$ cat config.mk
export PLATFORM = sky130hd
export DESIGN_NAME = tx_frame_scheduler
export DESIGN_NICKNAME = d
export VERILOG_FILES = /design/src/rtl/tx_frame_scheduler.sv
export SDC_FILE = /design/constraint.sdc
export NUM_CORES = 1
export LEC_CHECK = 0
export ABC_AREA = 1
export ABC_CLOCK_PERIOD_IN_PS = 2420
export CORE_ASPECT_RATIO = 1.25
export CORE_UTILIZATION = 38
export DETAILED_ROUTE_END_ITERATION = 8
export PLACE_DENSITY = 0.61
export RECOVER_POWER = 25
export SLEW_MARGIN = 0
export SYNTH_ARGS = -nofsm -noshare
export SYNTH_HDL_FRONTEND = slang
export SYNTH_SLANG_ARGS = --single-unit
$ cat constraint.sdc
create_clock -name clk -period 2.42 [get_ports clk]
set_clock_uncertainty 0.15 [all_clocks]
set_input_delay 0.484 -clock clk [delete_from_list [all_inputs] [get_ports clk]]
set_output_delay 0.484 -clock clk [all_outputs]
set_load 0.02 [all_outputs]
$ cat src/rtl/tx_frame_scheduler.sv
// Drains a byte buffer into SYNC / LEN / payload / CKSUM frames for a UART transmitter.
// Full frames leave as soon as enough bytes are buffered; partial buffers flush after an idle timeout.
module tx_frame_scheduler #(
    parameter int         MAX_PAYLOAD  = 32,
    parameter int         IDLE_TIMEOUT = 50000,
    parameter logic [7:0] SYNC_BYTE    = 8'hA5
) (
    input  logic        clk,
    input  logic        rst,
    input  logic        enable,
    input  logic [9:0]  buf_count,
    input  logic        buf_empty,
    output logic        buf_rd_en,
    input  logic [7:0]  buf_rd_data,
    output logic [7:0]  tx_data,
    output logic        tx_valid,
    input  logic        tx_ready,
    output logic        busy,
    output logic [15:0] frames_sent
);
    localparam int            TW        = (IDLE_TIMEOUT > 1) ? $clog2(IDLE_TIMEOUT) : 1;
    localparam logic [TW-1:0] TIMER_MAX = TW'(IDLE_TIMEOUT - 1);
    localparam logic [9:0]    MAX_COUNT = 10'(MAX_PAYLOAD);

    typedef enum logic [2:0] {IDLE, SYNC, LEN, RD_REQ, RD_WAIT, PAYLOAD, CKSUM} state_t;

    state_t        r_state;
    state_t        w_next;
    logic [7:0]    r_len;
    logic [7:0]    r_remaining;
    logic [7:0]    r_payload;
    logic [7:0]    r_sum;
    logic [15:0]   r_frames_sent;
    logic [TW-1:0] r_timer;
    logic          w_full;
    logic          w_partial;
    logic          w_start;
    logic          w_xfer;
    logic [7:0]    w_len;

    assign w_full    = (buf_count >= MAX_COUNT);
    assign w_partial = (buf_count != 10'd0) && !w_full;
    assign w_start   = enable && (w_full || (w_partial && (r_timer == TIMER_MAX)));
    assign w_len     = w_full ? MAX_COUNT[7:0] : buf_count[7:0];
    assign w_xfer    = tx_valid && tx_ready;

    assign busy        = (r_state != IDLE);
    assign frames_sent = r_frames_sent;

    always_ff @(posedge clk) begin
        if (rst) begin
            r_state       <= IDLE;
            r_len         <= 8'd0;
            r_remaining   <= 8'd0;
            r_payload     <= 8'd0;
            r_sum         <= 8'd0;
            r_timer       <= '0;
            r_frames_sent <= 16'd0;
        end else begin
            r_state <= w_next;
            case (r_state)
                IDLE: begin
                    // LEN is frozen here so later buffer growth cannot alter the frame in flight
                    if (w_start) begin
                        r_len       <= w_len;
                        r_remaining <= w_len;
                        r_sum       <= 8'd0;
                        r_timer     <= '0;
                    end else if (!w_partial) begin
                        r_timer <= '0;
                    end else if (r_timer != TIMER_MAX) begin
                        r_timer <= r_timer + 1'b1;
                    end
                end
                LEN: begin
                    if (w_xfer) r_sum <= r_sum + r_len;
                end
                RD_WAIT: begin
                    r_payload <= buf_rd_data;
                end
                PAYLOAD: begin
                    if (w_xfer) begin
                        r_sum       <= r_sum + r_payload;
                        r_remaining <= r_remaining - 8'd1;
                    end
                end
                CKSUM: begin
                    if (w_xfer) r_frames_sent <= r_frames_sent + 16'd1;
                end
                default: ;
            endcase
        end
    end

    // One buffer read per payload byte; tx_valid and buf_rd_en live in disjoint states
    always_comb begin
        w_next    = r_state;
        tx_valid  = 1'b0;
        tx_data   = 8'h00;
        buf_rd_en = 1'b0;
        case (r_state)
            IDLE: begin
                if (w_start) w_next = SYNC;
            end
            SYNC: begin
                tx_valid = 1'b1;
                tx_data  = SYNC_BYTE;
                if (tx_ready) w_next = LEN;
            end
            LEN: begin
                tx_valid = 1'b1;
                tx_data  = r_len;
                if (tx_ready) w_next = RD_REQ;
            end
            RD_REQ: begin
                if (!buf_empty) begin
                    buf_rd_en = 1'b1;
                    w_next    = RD_WAIT;
                end
            end
            RD_WAIT: begin
                w_next = PAYLOAD;
            end
            PAYLOAD: begin
                tx_valid = 1'b1;
                tx_data  = r_payload;
                if (tx_ready) w_next = (r_remaining == 8'd1) ? CKSUM : RD_REQ;
            end
            CKSUM: begin
                tx_valid = 1'b1;
                tx_data  = ~r_sum + 8'd1;
                if (tx_ready) w_next = IDLE;
            end
            default: begin
                w_next = IDLE;
            end
        endcase
    end
endmodule

-- After elaboration in Yosys (flattened, before gate mapping)
Index checks and enable logic that the tools add are counted.
- add/subtract/negate cells: 6
- magnitude comparators: 1
- equality and inequality tests: 18
- mux-type cells: 23
- bitwise operators: 1
- reduce and logical (&&, ||, !) cells: 18
- operators by type and width (kind ; number):
    $mux W16 ; 3
    $mux W8 ; 6
    $add A16 B1 Y16 const B ; 2
    $pmux W8 S4 ; 1
    $pmux W8 S3 ; 1
    $mux W3 ; 7
    $pmux W3 S7 ; 1
    $add A8 B8 Y8 ; 2
    $eq A16 B16 Y1 const B ; 1
    $ne A16 B16 Y1 const B ; 1
    $ne A2 B2 Y1 const B ; 8
    $pmux W8 S2 ; 1
    $ge A10 B6 Y1 const B ; 1
    $reduce_bool A10 Y1 ; 1
    $eq A3 B3 Y1 const B ; 3
    $add A8 B1 Y8 const B ; 1
    $eq A8 B1 Y1 const B ; 1
    $not A8 Y8 ; 1
    $sub A8 B1 Y8 const B ; 1
    $eq A3 B2 Y1 const B ; 2
    $reduce_and A2 Y1 ; 3
    $reduce_and A6 Y1 ; 1
    $reduce_bool A3 Y1 ; 2
    $logic_and A1 B1 Y1 ; 4
    10 further kinds ; 12
- bits in registers: 67
- bits of input ports: 23
- output and inout port bits: 27
- word-level logic and storage cells: 74

-- Logic depth before layout (Yosys ltp)
Gate-level depths: netlist of run 1.
- word-level depth: 8
- depth in mapped cells: 15
- depth with buffers taken out: 14

-- Worst setup path after synthesis of run 1
Ideal clock, no wire load.
- path kind: register to register
- start point: reg r_state[0]
- end point: reg r_sum[4]
- library setup time: 0.070 ns
- arrival time: 2.278 ns
- required time: 2.200 ns
- path slack: -0.079 ns
- stages on the path, launching flop included: 14
- buffers on the path: 1
- period minus slack after synthesis: 2.499 ns
- path through: dfxtp_1 -> inv_2 -> nor2_2 -> buf_2 -> nand2_1 -> o21ai_0 -> ha_1 -> inv_1 -> fa_1 -> inv_1 -> a31oi_1 -> xor2_1 -> or2_2 -> a21oi_1
- longest elaborated chain between the ends: 6
- elaborated cells on any way between the ends: 14
- classes of those cells: 7 x eq/ne; 2 x mux; 5 x reduce/logical
- RTL lines (element ; line ; RTL):
    start, declared ; 27 ; state_t r_state;
    start signal, assigned ; 60 ; r_state <= w_next;
    $eq A3 B3 Y1 (tied with other cells) ; 101 ; case (r_state)
    $reduce_or A4 Y1 (no source line) ; -- ;
    $mux W1 ; 101 ;
    $logic_and A1 B1 Y1 ; 45 ; assign w_xfer = tx_valid && tx_ready;
    $ne A2 B2 Y1 (no source line) ; -- ;
    $reduce_and A4 Y1 (no source line) ; -- ;
    end signal, assigned ; 76 ; if (w_xfer) r_sum <= r_sum + r_len;
    end signal, assigned ; 83 ; r_sum <= r_sum + r_payload;
    end, declared ; 32 ; logic [7:0] r_sum;
Several ways; a longest one is shown, not always the timed one.
A chain may end at the register's enable or synchronous reset.

-- Worst setup path after layout of run 1
- start point: reg r_sum[0]
- end point: out tx_data[2]
- longest elaborated chain between the ends: 3
- RTL lines (element ; line ; RTL):
    $not A8 Y8 ; 131 ; tx_data = ~r_sum + 8'd1;
    $add A8 B1 Y8 ; 131 ;
    $pmux W8 S4 ; 101 ;
    end, declared ; 15 ; output logic [7:0] tx_data,
No other way between the ends.

==> results of run 1 <==
==> power by group <==
group,internal [mW],switching [mW]
clock,0.957,0.490
combinational,0.650,1.12
sequential,1.24,0.0718
==> registers in the layout, indices dropped and copies added, names as in the netlist <==
signal and count:
r_payload 8, frames_sent 16, r_sum 8, r_remaining 8, r_timer 16, r_state 3
r_len 8
==> layer usage <==
metal / track usage (%) / share of wire, % / vias to the layer above
li1: - / - / 2204
met1: 23.14 / 43 / 1964
met2: 36.70 / 52 / 72
met3: 4.853 / 3.3 / 12
met4: 6.903 / 1.8 / 0
met5: 0 / 0 / -
==> area by class of cell <==
type,count,area (um2),area share (%)
clock buffer,12,256.5,4.774
clock inverter,4,72.57,1.351
inverter,85,319.1,5.939
multi-input combinational,459,2446,45.53
sequential,67,1346,25.06
tap,132,165.2,3.074
timing repair buffer,87,767.0,14.28
==> per-stage QoR <==
step,util (%),cell area [um2]
global route,50.36,5373
finish,50.36,5373
detailed placement,47.17,5032
global placement,47.17,5032
CTS,50.28,5364
floorplan,-,4193
==> worst reg2reg max path: cells and delay by family (launching register included) <==
family	cells	cell delay [ns]
adder cells (fa/ha/maj)	2	0.53
flip-flops	1	0.32
XOR/XNOR	1	0.14
AO/OA/AOI/OAI	3	0.32
AND/OR/NAND/NOR	3	0.41
buffers and inverters	4	0.33
==> kinds of logic (layout without fill, tap and decap cells) <==
family | Yosys count | in the layout | share of synthesized area [%]
AOI/OAI and AO/OA | 107 | 107 | 14.43
xor gates and xnor gates | 11 | 11 | 2.306
adders and majority gates | 13 | 13 | 4.072
buffers and inverters | 99 | 188 | 9.671
DFF | 67 | 67 | 32.10
and+or+nand+nor | 328 | 328 | 37.43
==> placed cells by master, fill, tap and decap left out, types with 3 or more instances in the layout <==
master and n:
a21oi_1 41, a31oi_1 4, buf_4 36, clkbuf_16 9
clkbuf_2 3, clkdlybuf4s50_1 38, dfxtp_1 63, dfxtp_2 4
ha_1 10, inv_1 75, inv_2 10, nand2_1 131
nand2_2 9, nand2_4 3, nand3_1 51, nand3_2 6
nand3b_1 3, nand4_1 10, nor2_1 85, nor2_2 6
nor2_4 3, nor3_1 7, nor3_2 4, o2111ai_1 5
o211ai_1 3, o21a_1 4, o21ai_0 38, o21ai_1 3
xnor2_1 3, xor2_1 8
==> final timing paths <==
check                          endpoint  slack, ns                     from
setup / recovery             tx_data[2]       0.09    r_sum[0]$_SDFFE_PP0P_
hold / removal    r_len[7]$_SDFFE_PP0P_       0.31    r_len[7]$_SDFFE_PP0P_
hold reg to reg   r_len[7]$_SDFFE_PP0P_       0.31    r_len[7]$_SDFFE_PP0P_
setup reg to reg  r_sum[4]$_SDFFE_PP0P_       0.14  r_state[1]$_SDFFE_PP0P_
==> repair_timing <==
action / in CTS / in global routing
cloned: 0 / 1
buffers inserted: 0 / 2
hold buffers: 0 / 0
pin swaps: 0 / 10
endpoints found under the setup margin: 10 / 12
resized for setup: 19 / 30
==> results.tsv, run 1 <==
metric	value	unit
setup_viol_count_final	0	
drc_errors	0	
slew_headroom	70.49	%
async_flop_share	0	%
port_buffers	49	
syn_area_per_cell	6.686	um2
antenna_cells	0	
synth_area_leader_cell	dfxtp_1	
ff2ff_path_depth	13	
cap_violations	0	
syn_inst	625	
path_class	reg -> out	
fillCellCount	1077	
yosysMostFrequentCell	nand2_1	
crit_path_start_kind	flip-flop	
synth_warnings	0	
rows	42	
synth_area_leaders	dfxtp_1, nand2_1, nor2_1	
grt_use_total	20.46	%
grt_max_degree	31	
crit_buf_inv	2	
io_pins	50	
detailed_place_hpwl	8238	um
numClockSinks	67	
grt_overflow	0	
fmax	428.5	MHz
hold_ws	0.3111	ns
synth.net_count	661	
start_util	39.17	%
netlist_top_cells_count	nand2_1, nor2_1, inv_1	
maxSlewViolCount	0	
cts_buffers	9	
slowest_stage	dfxtp_1	
crit_path_max_incr_delay	0.35	ns
via_count	4252	
gp_congestion	0.9632	
cp_top_family	buffers and inverters	
layout_setup_ws	0.08616	ns
fin_setup_tns	0	ns
peakVddDrop	433.3	uV
netlist_area	4179	um2
rsz0062_at_grt	no	
ys_ff_latch	67	
root_buffer	clkbuf_16	
grt_pass1_vias	4043	
grt_pass1_wl	18160	um
worstMarginPinSlew	0.4410	ns
clockBufferDepth	2	
hold_path.class	reg -> reg	
antenna_found_initial	0	
crit_path_cell_trace	inv_2 -> ha_4 -> or2_2 -> nand3_1 -> o2111ai_1 -> clkdlybuf4s15_1	
cp_max_fo	3	
min_path_cells	2	
synth_top_area_share	32.10	%
drive_gt1_share	16.25	%
htree_levels	3	
synth_cell_types	44	
wl	11040	um
outcome	finished clean	
place_inst	827	
cp-end-kind	output pin	
die_h	119.2	um
synth_edf_count	0	
syn_to_final_growth	28.56	%
finalHoldViolCount	0	
cts_tree	yes	
dr.pass1.iters	7	
p_leak	2.342	nW
ys_seq_area_share	32.10	%
ys.flop_type	dfxtp_1	
drt_iter0_drc	149	
period_share	96.44	%
core_area	10670	um2
clock_latency	0.33	ns
die_w	95.80	um
wire_per_inst	13.05	um
p_total	4.525	mW
place_ws	-0.04483	ns
powerDensity	842.2	nW/um2
ant_nets	0	
fin_crit	2.334	ns
worstPathRequired	1.79	ns
dieArea	11420	um2
cp.arrival	1.70	ns
final_nets	745	
fin_cells	846	
vias_per_cell	5.026	
worstSetupPathDepth	6	
path_clk_slew	0.05	ns
(Power assumes the default switching activity.)
==> inputs of run 2 (changes only) <==
--- a/config.mk
+++ b/config.mk
@@ -6,9 +6,9 @@
 export NUM_CORES = 1
 export LEC_CHECK = 0
 export ABC_AREA = 1
-export ABC_CLOCK_PERIOD_IN_PS = 2420
 export CORE_ASPECT_RATIO = 1.25
 export CORE_UTILIZATION = 38
+export CTS_BUF_LIST = sky130_fd_sc_hd__clkbuf_8
 export DETAILED_ROUTE_END_ITERATION = 8
 export PLACE_DENSITY = 0.61
 export RECOVER_POWER = 25
==> results.tsv, run 2 (same netlist as run 1, synthesis figures left out) <==
metric	value	unit	change
maxSlewViolCount	0		unchanged
slew_headroom	70.38	%	-0.11 points
wire_per_inst	12.88	um	-1.3%
via_count	4223		-0.68%
crit_path_start_kind	flip-flop		
grt_overflow	0		unchanged
finalHoldViolCount	0		unchanged
io_pins	50		unchanged
gp_congestion	0.9632		unchanged
die_w	95.80	um	unchanged
wl	10900	um	-1.3%
grt_max_degree	31		unchanged
peakVddDrop	387.0	uV	-11%
path_clk_slew	0.07	ns	+0.02 ns
drc_errors	0		unchanged
hold_ws	0.3141	ns	+0.002967 ns
crit_path_max_incr_delay	0.64	ns	+0.29 ns
worstPathRequired	1.79	ns	about the same
setup_viol_count_final	0		unchanged
die_h	119.2	um	unchanged
path_class	reg -> out		
worstMarginPinSlew	0.4427	ns	+0.001691 ns
vias_per_cell	4.992		-0.68%
cts_tree	yes		
antenna_cells	0		unchanged
crit_buf_inv	3		+1
grt_pass1_wl	17970	um	-1.0%
syn_to_final_growth	25.30	%	
dieArea	11420	um2	unchanged
detailed_place_hpwl	8238	um	unchanged
fmax	431.4	MHz	+0.69%
final_common_cell	nand2_1		
crit_path_cell_trace	inv_1 -> buf_4 -> nand2_1 -> clkdlybuf4s50_1		
cp_max_fo	4		+1
grt_pass1_vias	4026		-0.42%
cp-end-kind	output pin		
dr.pass1.iters	5		-2
start_util	39.17	%	unchanged
period_share	95.78	%	-0.66 points
outcome	finished clean		
fin_cells	846		unchanged
fin_area	5236	um2	-2.5%
rsz0062_at_grt	yes		
antenna_found_initial	0		unchanged
final_nets	745		unchanged
clockBufferDepth	2		unchanged
placedInstanceArea	5032	um2	unchanged
fin_crit	2.318	ns	-0.01594 ns
cap_violations	0		unchanged
numClockSinks	67		unchanged
ant_nets	0		unchanged
grt_use_total	20.00	%	-0.46 points
rows	42		unchanged
htree_levels	3		unchanged
place_inst	827		unchanged
layout_common_cells	nand2_1, nor2_1, inv_1, dfxtp_1, nand3_1		
root_buffer	clkbuf_8		
p_leak	2.297	nW	-1.9%
port_buffers	49		unchanged
cp.arrival	1.68	ns	-0.02 ns
drive_gt1_share	15.83	%	-0.42 points
cp_top_family	buffers and inverters		
drt_iter0_drc	154		+3.4%
core_area	10670	um2	unchanged
hold_path.class	reg -> reg		
slowest_stage	clkdlybuf4s50_1		
cts_buffers	9		unchanged
clock_latency	0.35	ns	+0.02 ns
powerDensity	787.3	nW/um2	-6.5%
run 2: cell count changes in the layout (fill, tap and decap cells not counted), sizes merged:
cell           delta
clkdlybuf4s15     -3
inv               +1
buf               +2
dlygate4sd3       -1
clkdlybuf4s50     +1
run 2: per-stage QoR:
step	setup slack [ns]	util [%]	total power [mW]	setup TNS [ns]
CTS	0.001958	49.25	4.168	0
floorplan	0.01406	-	2.483	0
global route	-0.008801	49.09	4.405	-0.01077
detailed placement	-0.04483	47.17	3.101	-0.04483
global placement	-0.03794	47.17	3.077	-0.03794
finish	0.1021	49.09	4.123	0
run 2: worst register-to-register path: stages, from the launching register on:
cell	delay (ns)
dfxtp_2	0.32
inv_1	0.05
nand2_2	0.08
nor2_4	0.05
buf_2	0.14
o21ai_2	0.11
ha_2	0.19
inv_1	0.05
fa_2	0.34
inv_1	0.08
a31oi_1	0.10
xor2_1	0.14
or2_2	0.28
a21oi_2	0.12
run 2: cell type report:
cell class / instances / area [um2]
Clock buffer: 11 / 151.4
Fill cell: 1104 / 5431
Sequential cell: 67 / 1344
Multi-Input combinational cell: 459 / 2434
Tap cell: 132 / 165.2
Timing Repair Buffer: 87 / 747.0
Clock inverter: 5 / 76.32
Inverter: 85 / 319.1
run 2: routing by layer:
metal  routed length [um]  vias to the layer above  GRT usage (%)  part of all wire, %
li1                     -                     2200              -                    -
met1                 4710                     1934          23.18                   43
met2                 5538                       73          35.63                   51
met3                  418                       16          3.831                  3.8
met4                  233                        0          7.276                  2.1
met5                    0                        -              0                    0
run 2: timing repair:
item / in CTS / in global routing
hold buffers: 0 / 0
cloned: 0 / 1
pin swaps: 0 / 7
resized for setup: 24 / 27
setup endpoints to repair: 10 / 13
buffers inserted: 0 / 2
run 2: power breakdown:
part           internal (mW)  total [mW]  switching (mW)
Sequential              1.23        1.30          0.0712
Combinational          0.633        1.74            1.11
Clock                  0.631        1.08           0.444
run 2: worst paths after layout:
kind              cells past startpoint  slack [ns]                     to                    start
setup / recovery                      4        0.10                   busy  r_state[2]$_SDFFE_PP0P_
hold / removal                        2        0.31  r_len[7]$_SDFFE_PP0P_    r_len[7]$_SDFFE_PP0P_
setup reg to reg                     13        0.14  r_sum[4]$_SDFFE_PP0P_  r_state[1]$_SDFFE_PP0P_
hold reg to reg                       2        0.31  r_len[7]$_SDFFE_PP0P_    r_len[7]$_SDFFE_PP0P_
